**src/rtl/bpsk_burst_ctrl.sv**
```systemverilog
// Burst scheduler for the BPSK transmit chain: preamble, PN payload, zero tail, guard gap.
// Generates the symbol strobe, m_seq enable, source select and TX gate as registered Moore outputs.
module bpsk_burst_ctrl #(
  parameter int SYM_DIV  = 50,
  parameter int PRE_LEN  = 16,
  parameter int TAIL_LEN = 8,
  parameter int GAP_LEN  = 4,
  parameter int LEN_W    = 12
) (
  input  logic             clk,
  input  logic             rst_n,
  input  logic             start,
  input  logic [LEN_W-1:0] payload_len,
  output logic             busy,
  output logic             sym_en,
  output logic             seq_en,
  output logic             pre_bit,
  output logic [1:0]       data_sel,
  output logic             tx_gate,
  output logic             done
);

  function automatic int max2(input int a, input int b);
    return (a > b) ? a : b;
  endfunction

  localparam int DIV_W = (SYM_DIV > 2) ? $clog2(SYM_DIV) : 1;
  localparam int CNT_W = max2(LEN_W, max2($clog2(PRE_LEN + 1),
                                          max2($clog2(TAIL_LEN + 1), $clog2(GAP_LEN + 1))));

  typedef enum logic [2:0] {
    S_IDLE,
    S_PRE,
    S_PAYLOAD,
    S_TAIL,
    S_GAP
  } state_t;

  state_t             state, nxt_state;
  logic [DIV_W-1:0]   div, nxt_div;
  logic [CNT_W-1:0]   cnt, nxt_cnt, lim;
  logic [LEN_W-1:0]   len_q, nxt_len;
  logic               nxt_done;
  logic               nxt_active;

  // Symbol count limit of the current state (N-1); PAYLOAD is never entered with len_q==0.
  always_comb begin
    lim = '0;
    case (state)
      S_PRE:     lim = CNT_W'(PRE_LEN - 1);
      S_PAYLOAD: lim = CNT_W'(len_q) - CNT_W'(1);
      S_TAIL:    lim = CNT_W'(TAIL_LEN - 1);
      S_GAP:     lim = CNT_W'(GAP_LEN - 1);
      default:   lim = '0;
    endcase
  end

  always_comb begin
    nxt_state = state;
    nxt_div   = div;
    nxt_cnt   = cnt;
    nxt_len   = len_q;
    nxt_done  = 1'b0;
    if (state == S_IDLE) begin
      if (start) begin
        nxt_state = S_PRE;
        nxt_len   = payload_len;
        nxt_div   = '0;
        nxt_cnt   = '0;
      end
    end else if (div == DIV_W'(SYM_DIV - 1)) begin
      nxt_div = '0;
      if (cnt == lim) begin
        nxt_cnt = '0;
        case (state)
          S_PRE:     nxt_state = (len_q == '0) ? S_TAIL : S_PAYLOAD;
          S_PAYLOAD: nxt_state = S_TAIL;
          S_TAIL:    nxt_state = S_GAP;
          S_GAP: begin
            nxt_state = S_IDLE;
            nxt_done  = 1'b1;
          end
          default:   nxt_state = S_IDLE;
        endcase
      end else begin
        nxt_cnt = cnt + CNT_W'(1);
      end
    end else begin
      nxt_div = div + DIV_W'(1);
    end
  end

  assign nxt_active = (nxt_state == S_PRE) || (nxt_state == S_PAYLOAD) || (nxt_state == S_TAIL);

  // Outputs are decoded from the next state so they line up with the registered state.
  always_ff @(posedge clk or negedge rst_n) begin
    if (!rst_n) begin
      state    <= S_IDLE;
      div      <= '0;
      cnt      <= '0;
      len_q    <= '0;
      busy     <= 1'b0;
      sym_en   <= 1'b0;
      seq_en   <= 1'b0;
      pre_bit  <= 1'b0;
      data_sel <= 2'b00;
      tx_gate  <= 1'b0;
      done     <= 1'b0;
    end else begin
      state    <= nxt_state;
      div      <= nxt_div;
      cnt      <= nxt_cnt;
      len_q    <= nxt_len;
      busy     <= (nxt_state != S_IDLE);
      sym_en   <= nxt_active && (nxt_div == '0);
      seq_en   <= (nxt_state == S_PAYLOAD) && (nxt_div == '0);
      pre_bit  <= (nxt_state == S_PRE) && !nxt_cnt[0];
      data_sel <= (nxt_state == S_PRE)     ? 2'b01 :
                  (nxt_state == S_PAYLOAD) ? 2'b10 : 2'b00;
      tx_gate  <= nxt_active;
      done     <= nxt_done;
    end
  end

endmodule

```
**config.mk**
```make
export PLATFORM = sky130hd
export DESIGN_NAME = bpsk_burst_ctrl
export DESIGN_NICKNAME = d
export VERILOG_FILES = /design/src/rtl/bpsk_burst_ctrl.sv
export SDC_FILE = /design/constraint.sdc
export NUM_CORES = 1
export LEC_CHECK = 0
export BUFFER_PORTS_ARGS = -buffer_cell sky130_fd_sc_hd__clkbuf_2
export CAP_MARGIN = 5
export CORE_MARGIN = 4
export CORE_UTILIZATION = 56
export DETAILED_ROUTE_END_ITERATION = 10
export PLACE_DENSITY = 0.81
export SLEW_MARGIN = 15
export SYNTH_ARGS = -nofsm -noshare
export SYNTH_HDL_FRONTEND = slang
export SYNTH_SLANG_ARGS = --single-unit
export TNS_END_PERCENT = 5
```
**constraint.sdc**
```tcl
create_clock -name clk -period 3.8 [get_ports clk]
set_clock_uncertainty 0.15 [all_clocks]
set_input_delay 0.57 -clock clk [delete_from_list [all_inputs] [get_ports clk]]
set_output_delay 0.57 -clock clk [all_outputs]
set_load 0.005 [all_outputs]
```
==> impl_table.tex <==
\begin{tabular}{lr}
\hline
Metric & Value \\
\hline
\multicolumn{2}{l}{\textbf{Critical path}} \\
\quad CP required & 3.81 ns \\
\quad Cells along the critical path & inv\_1, ha\_1, or3b\_1, or4\_4, a21boi\_2, xnor2\_1, nand3\_2, nor4\_2, buf\_4, mux2i\_1, nor2\_1 \\
\quad Crit path buf inv count & 2 \\
\quad Arrival @ worst endpoint & roughly 3.2 ns \\
\quad Crit path kind & reg -> reg \\
\quad Delay-heaviest family, CP & simple AND/OR/NAND/NOR gates \\
\quad Slowest-stage cell, CP & or3b\_1 \\
\quad Worst stage delay on the critical path & around 0.50 ns \\
\quad Crit end category & flip-flop \\
\quad Critical-path maximum fanout & 11 \\
\quad Sort of element at the start of the critical path & flip-flop \\
\multicolumn{2}{l}{\textbf{Clocking}} \\
\quad H-tree levels & 2 \\
\quad Clock insertion delay at the later pin of the skew report & slightly below 0.3 ns \\
\quad CTS Sinks & about 40 \\
\quad Clock Root Buffer & clkbuf\_8 \\
\quad Clock Tree Buf Depth & 2 \\
\quad Number of hold-repair buffers added at the cts stage & 0 \\
\quad Clock slew at reported path FFs & $\sim$0.080 ns \\
\quad PostCTS Resize Cnt & 0 \\
\quad TritonCTS buffer count & 5 \\
\quad Setup fix buffers added after clock tree synthesis & 0 \\
\quad CTS tree & done \\
\multicolumn{2}{l}{\textbf{Cells and area}} \\
\quad Layout Cell Area excl Fill & 2780 sq um \\
\quad Cell Count, Final, Fillers Out & 351 \\
\quad Area added between synthesis and finish & 8.09\% \\
\quad Fill cell total of the finished layout & 381 \\
\quad Ratio of cells with drive above 1 in the final layout & about 19\% \\
\quad Final nets & approximately 320 \\
\quad Antenna diode count & 0 \\
\multicolumn{2}{l}{\textbf{Die}} \\
\quad Die ar. & 5730 sq um \\
\quad Cell row count & 24 \\
\quad Die height & about 76 um \\
\quad Number of top-level pins & 23 \\
\quad Initial core utilization & roughly 59\% \\
\quad Die width & between 70 and 80 um \\
\quad Placeable Area & roughly 4400 sq um \\
\multicolumn{2}{l}{\textbf{Place}} \\
\quad HPWL Detailed & around 4000 um \\
\quad Placed insts & between 300 and 400 \\
\quad DP Area & 2690 sq um \\
\quad Placer's final routability congestion estimate & slightly below 0.9 \\
\quad Count of buffers inserted at the top-level ports & 22 \\
\multicolumn{2}{l}{\textbf{Logic synthesis}} \\
\quad Instance count of the mapped netlist & 283 \\
\quad Sequential share of the synthesized area & approximately 40\% \\
\quad Post-synthesis share of cell area spent on full adders, half adders and majority gates & under 10\% \\
\quad Largest family of logic cells by synthesized area & simple AND/OR/NAND/NOR gates \\
\quad Flops \& latches, synth & approximately 40 \\
\quad Mux contribution to synthesized area & $\sim$4.7\% \\
\quad Main flop type after synthesis & dfrtp\_1 \\
\quad Compound-gate portion of the synthesized area & approximately a fifth \\
\quad Yosys warnings & 0 \\
\quad Number of nets produced by synthesis & slightly above 300 \\
\quad Share of synthesized registers carrying an async set or reset & between 90\% and 100\% \\
\quad Synthesized area divided by synthesized cell count & roughly 9 sq um \\
\quad Cell area after synthesis & between 2000 and 3000 sq um \\
\quad Distinct cell type count of the synthesized netlist & between 50 and 60 \\
\quad Share of the synthesized netlist area taken by xor and xnor gates & 4.63\% \\
\quad Number of enable-type register cells in the synthesized netlist & 0 \\
\quad Simple-gate share of the synthesized area & approximately a quarter \\
\multicolumn{2}{l}{\textbf{STA}} \\
\quad Unrepaired setup endpoints after global routing & no \\
\quad Number of slew-limit violations in the final report & 0 \\
\quad Post-layout min period & between 3 and 4 ns \\
\quad Number of setup violations in the final report & 0 \\
\quad Aggregate negative setup slack & 0 ns \\
\quad Ratio of final minimum period to clock period & between 80\% and 90\% \\
\quad Worst hold slack across all endpoints & approximately 0.29 ns \\
\quad Headroom to the max-slew limit & 32.1\% \\
\quad Maximum frequency from static timing analysis & 315 MHz \\
\quad Hold Vio Cnt, Final & 0 \\
\quad Slew at the pin with the worst max-slew slack & just over 1 ns \\
\multicolumn{2}{l}{\textbf{Pwr}} \\
\quad Fraction of power consumed by the clock network & 39.3\% \\
\quad Overall Power & between 700 and 800 uW \\
\quad Internal Pwr Total & roughly 590 uW \\
\quad Switching share of power & 21.3\% \\
\quad Leakage power & between 0.001 and 0.0015 uW \\
\quad Portion of total power attributed to sequential cells & between 50\% and 60\% \\
\quad Share of power burned in combinational logic & about 2.0\% \\
\quad Max rail drop VDD & 173 uV \\
\quad Switching power & 158 uW \\
\quad Pwr dens & roughly 270 nW/um\^{}2 \\
\multicolumn{2}{l}{\textbf{Detailed routing}} \\
\quad Sum of routed wire length over all layers & 5600 um \\
\quad Wirelength per Cell & approximately 16 um \\
\quad Number of DRC violations after detailed routing & 0 \\
\quad Number of iterations in the first detailed-routing pass & 4 \\
\quad First-iteration detailed-routing DRC count & around 100 \\
\quad Post-route ant nets & 0 \\
\quad Ratio of routed vias to standard cells & around 6.3 \\
\quad Via count & between 2000 and 2500 \\
\multicolumn{2}{l}{\textbf{Flow run}} \\
\quad Count of maximum capacitance violations & 0 \\
\multicolumn{2}{l}{\textbf{Global routing}} \\
\quad Total global routing track utilization & between 20\% and 30\% \\
\quad Global-route wire length before repair & just under 10000 um \\
\quad Initial antenna violation count & 0 \\
\quad Pin count of the biggest net entering global routing & 42 \\
\quad Final global-route overflow total & 0 \\
\quad Number of global-route vias before repair & approximately 2100 \\
\multicolumn{2}{l}{\textbf{Outcome}} \\
\quad Status & complete, no violations \\
\multicolumn{2}{l}{\textbf{Worst hold path}} \\
\quad Hold/Removal Path Class & in -> async \\
\hline
\end{tabular}
Yosys cell counts, types with 3 or more instances:
library cell	count	area (sq um)
dfrtp_1	41	1030
nand2_1	28	105
o21ai_0	23	115
nor3_1	14	70.1
nand3_1	13	65.1
clkbuf_1	11	41.3
inv_1	10	37.5
nor2_1	10	37.5
mux2_2	9	101
nor4_1	8	50.1
a21oi_1	7	35.0
xor2_1	7	61.3
and3_1	6	37.5
nor3b_1	6	45.0
o21ai_1	5	25.0
or3_1	5	31.3
buf_2	4	20.0
ha_1	4	50.1
o21a_1	4	30.0
o31ai_1	4	30.0
xnor2_1	4	35.0
nand2b_1	3	18.8
nand4_1	3	18.8
o22a_1	3	26.3
o31a_1	3	26.3
or2_2	3	18.8
power by group through the flow:
| stage | sequential [uW] | combinational [uW] | clock [uW] |
|---|---|---|---|
| after floorplan | 445 | 0.144 | 0 |
| after global placement | 445 | 15.3 | 0 |
| after detailed placement | 445 | 15.7 | 0 |
| after CTS | 436 | 15.8 | 297 |
| after global routing | 436 | 18.0 | 316 |
| final | 436 | 15.1 | 292 |
final cells by class:
| class | count | area (sq um) | area share, % |
|---|---|---|---|
| Timing Repair Buffer | 27 | 148 | 5.32 |
| Multi-Input combinational cell | 212 | 1410 | 50.7 |
| Inverter | 12 | 45.0 | 1.62 |
| Clock buffer | 7 | 86.3 | 3.11 |
| Tap cell | 52 | 65.1 | 2.34 |
| Sequential cell | 41 | 1030 | 37.0 |
sequential cells by signal (all words and copies together), names as in the netlist:
| name | cells |
|---|---|
| cnt | 12 |
| len_q | 12 |
| div | 6 |
| state | 3 |
| data_sel | 2 |
| busy | 1 |
| done | 1 |
| pre_bit | 1 |
| seq_en | 1 |
| sym_en | 1 |
| tx_gate | 1 |
layer usage:
metal / routed length [um] / GRT usage (%) / share of wire (%) / vias to the layer above
met3: 252 / 4.62 / 4.5 / 9
met2: 2730 / 36.8 / 49 / 64
met5: 0 / 0 / 0 / -
met4: 74 / 6.80 / 1.3 / 0
met1: 2540 / 30.2 / 45 / 1081
li1: - / - / - / 1067
through the flow:
step                      util (%)  setup WS (ns)
after CTS                     63.3          0.613
after detailed placement      61.4          0.646
after global routing          63.3          0.318
final                         63.3          0.624
after global placement        61.4          0.689
after floorplan                  -          0.845
worst paths after layout:
path / start / end / slack, ns / cells past startpoint
setup / recovery: len_q[0]$_DFFE_PN0P_ / data_sel[1]$_DFF_PN0_ / 0.62 / 11
hold / removal: rst_n / len_q[7]$_DFFE_PN0P_ / 0.29 / 1
setup reg to reg: len_q[0]$_DFFE_PN0P_ / data_sel[1]$_DFF_PN0_ / 0.62 / 11
hold reg to reg: cnt[11]$_DFFE_PN0P_ / cnt[11]$_DFFE_PN0P_ / 0.41 / 2
max in group asynchronous: rst_n / div[3]$_DFF_PN0_ / 2.58 / 1
min in group clk: payload_len[10] / len_q[10]$_DFFE_PN0P_ / 0.33 / 3
cell families after synthesis:
group,after synthesis
AOI/OAI and AO/OA,72
xor gates and xnor gates,12
adders and majority gates,4
buffers and inverters,30
DFF,41
muxes,11
and+or+nand+nor,113
placed cells by master (no fill, tap or decap), types with 7 or more instances in the layout:
master	n
nor3_1	14
clkbuf_2	22
a21oi_1	7
mux2_2	9
nor4_1	8
nand3_1	13
o21ai_0	23
nand2_1	28
dfrtp_1	41
nor2_1	10
inv_1	10
xor2_1	7
worst reg2reg max path: cells and delay by family (launching register included):
kind	cells	cell delay, ns
flip-flops	1	0.42
XOR/XNOR	1	0.15
AND/OR/NAND/NOR	5	1.42
adder cells (fa/ha/maj)	1	0.21
buffers and inverters	2	0.30
AO/OA/AOI/OAI	1	0.17
multiplexers	1	0.24
Power figures use the tool's default switching activity.
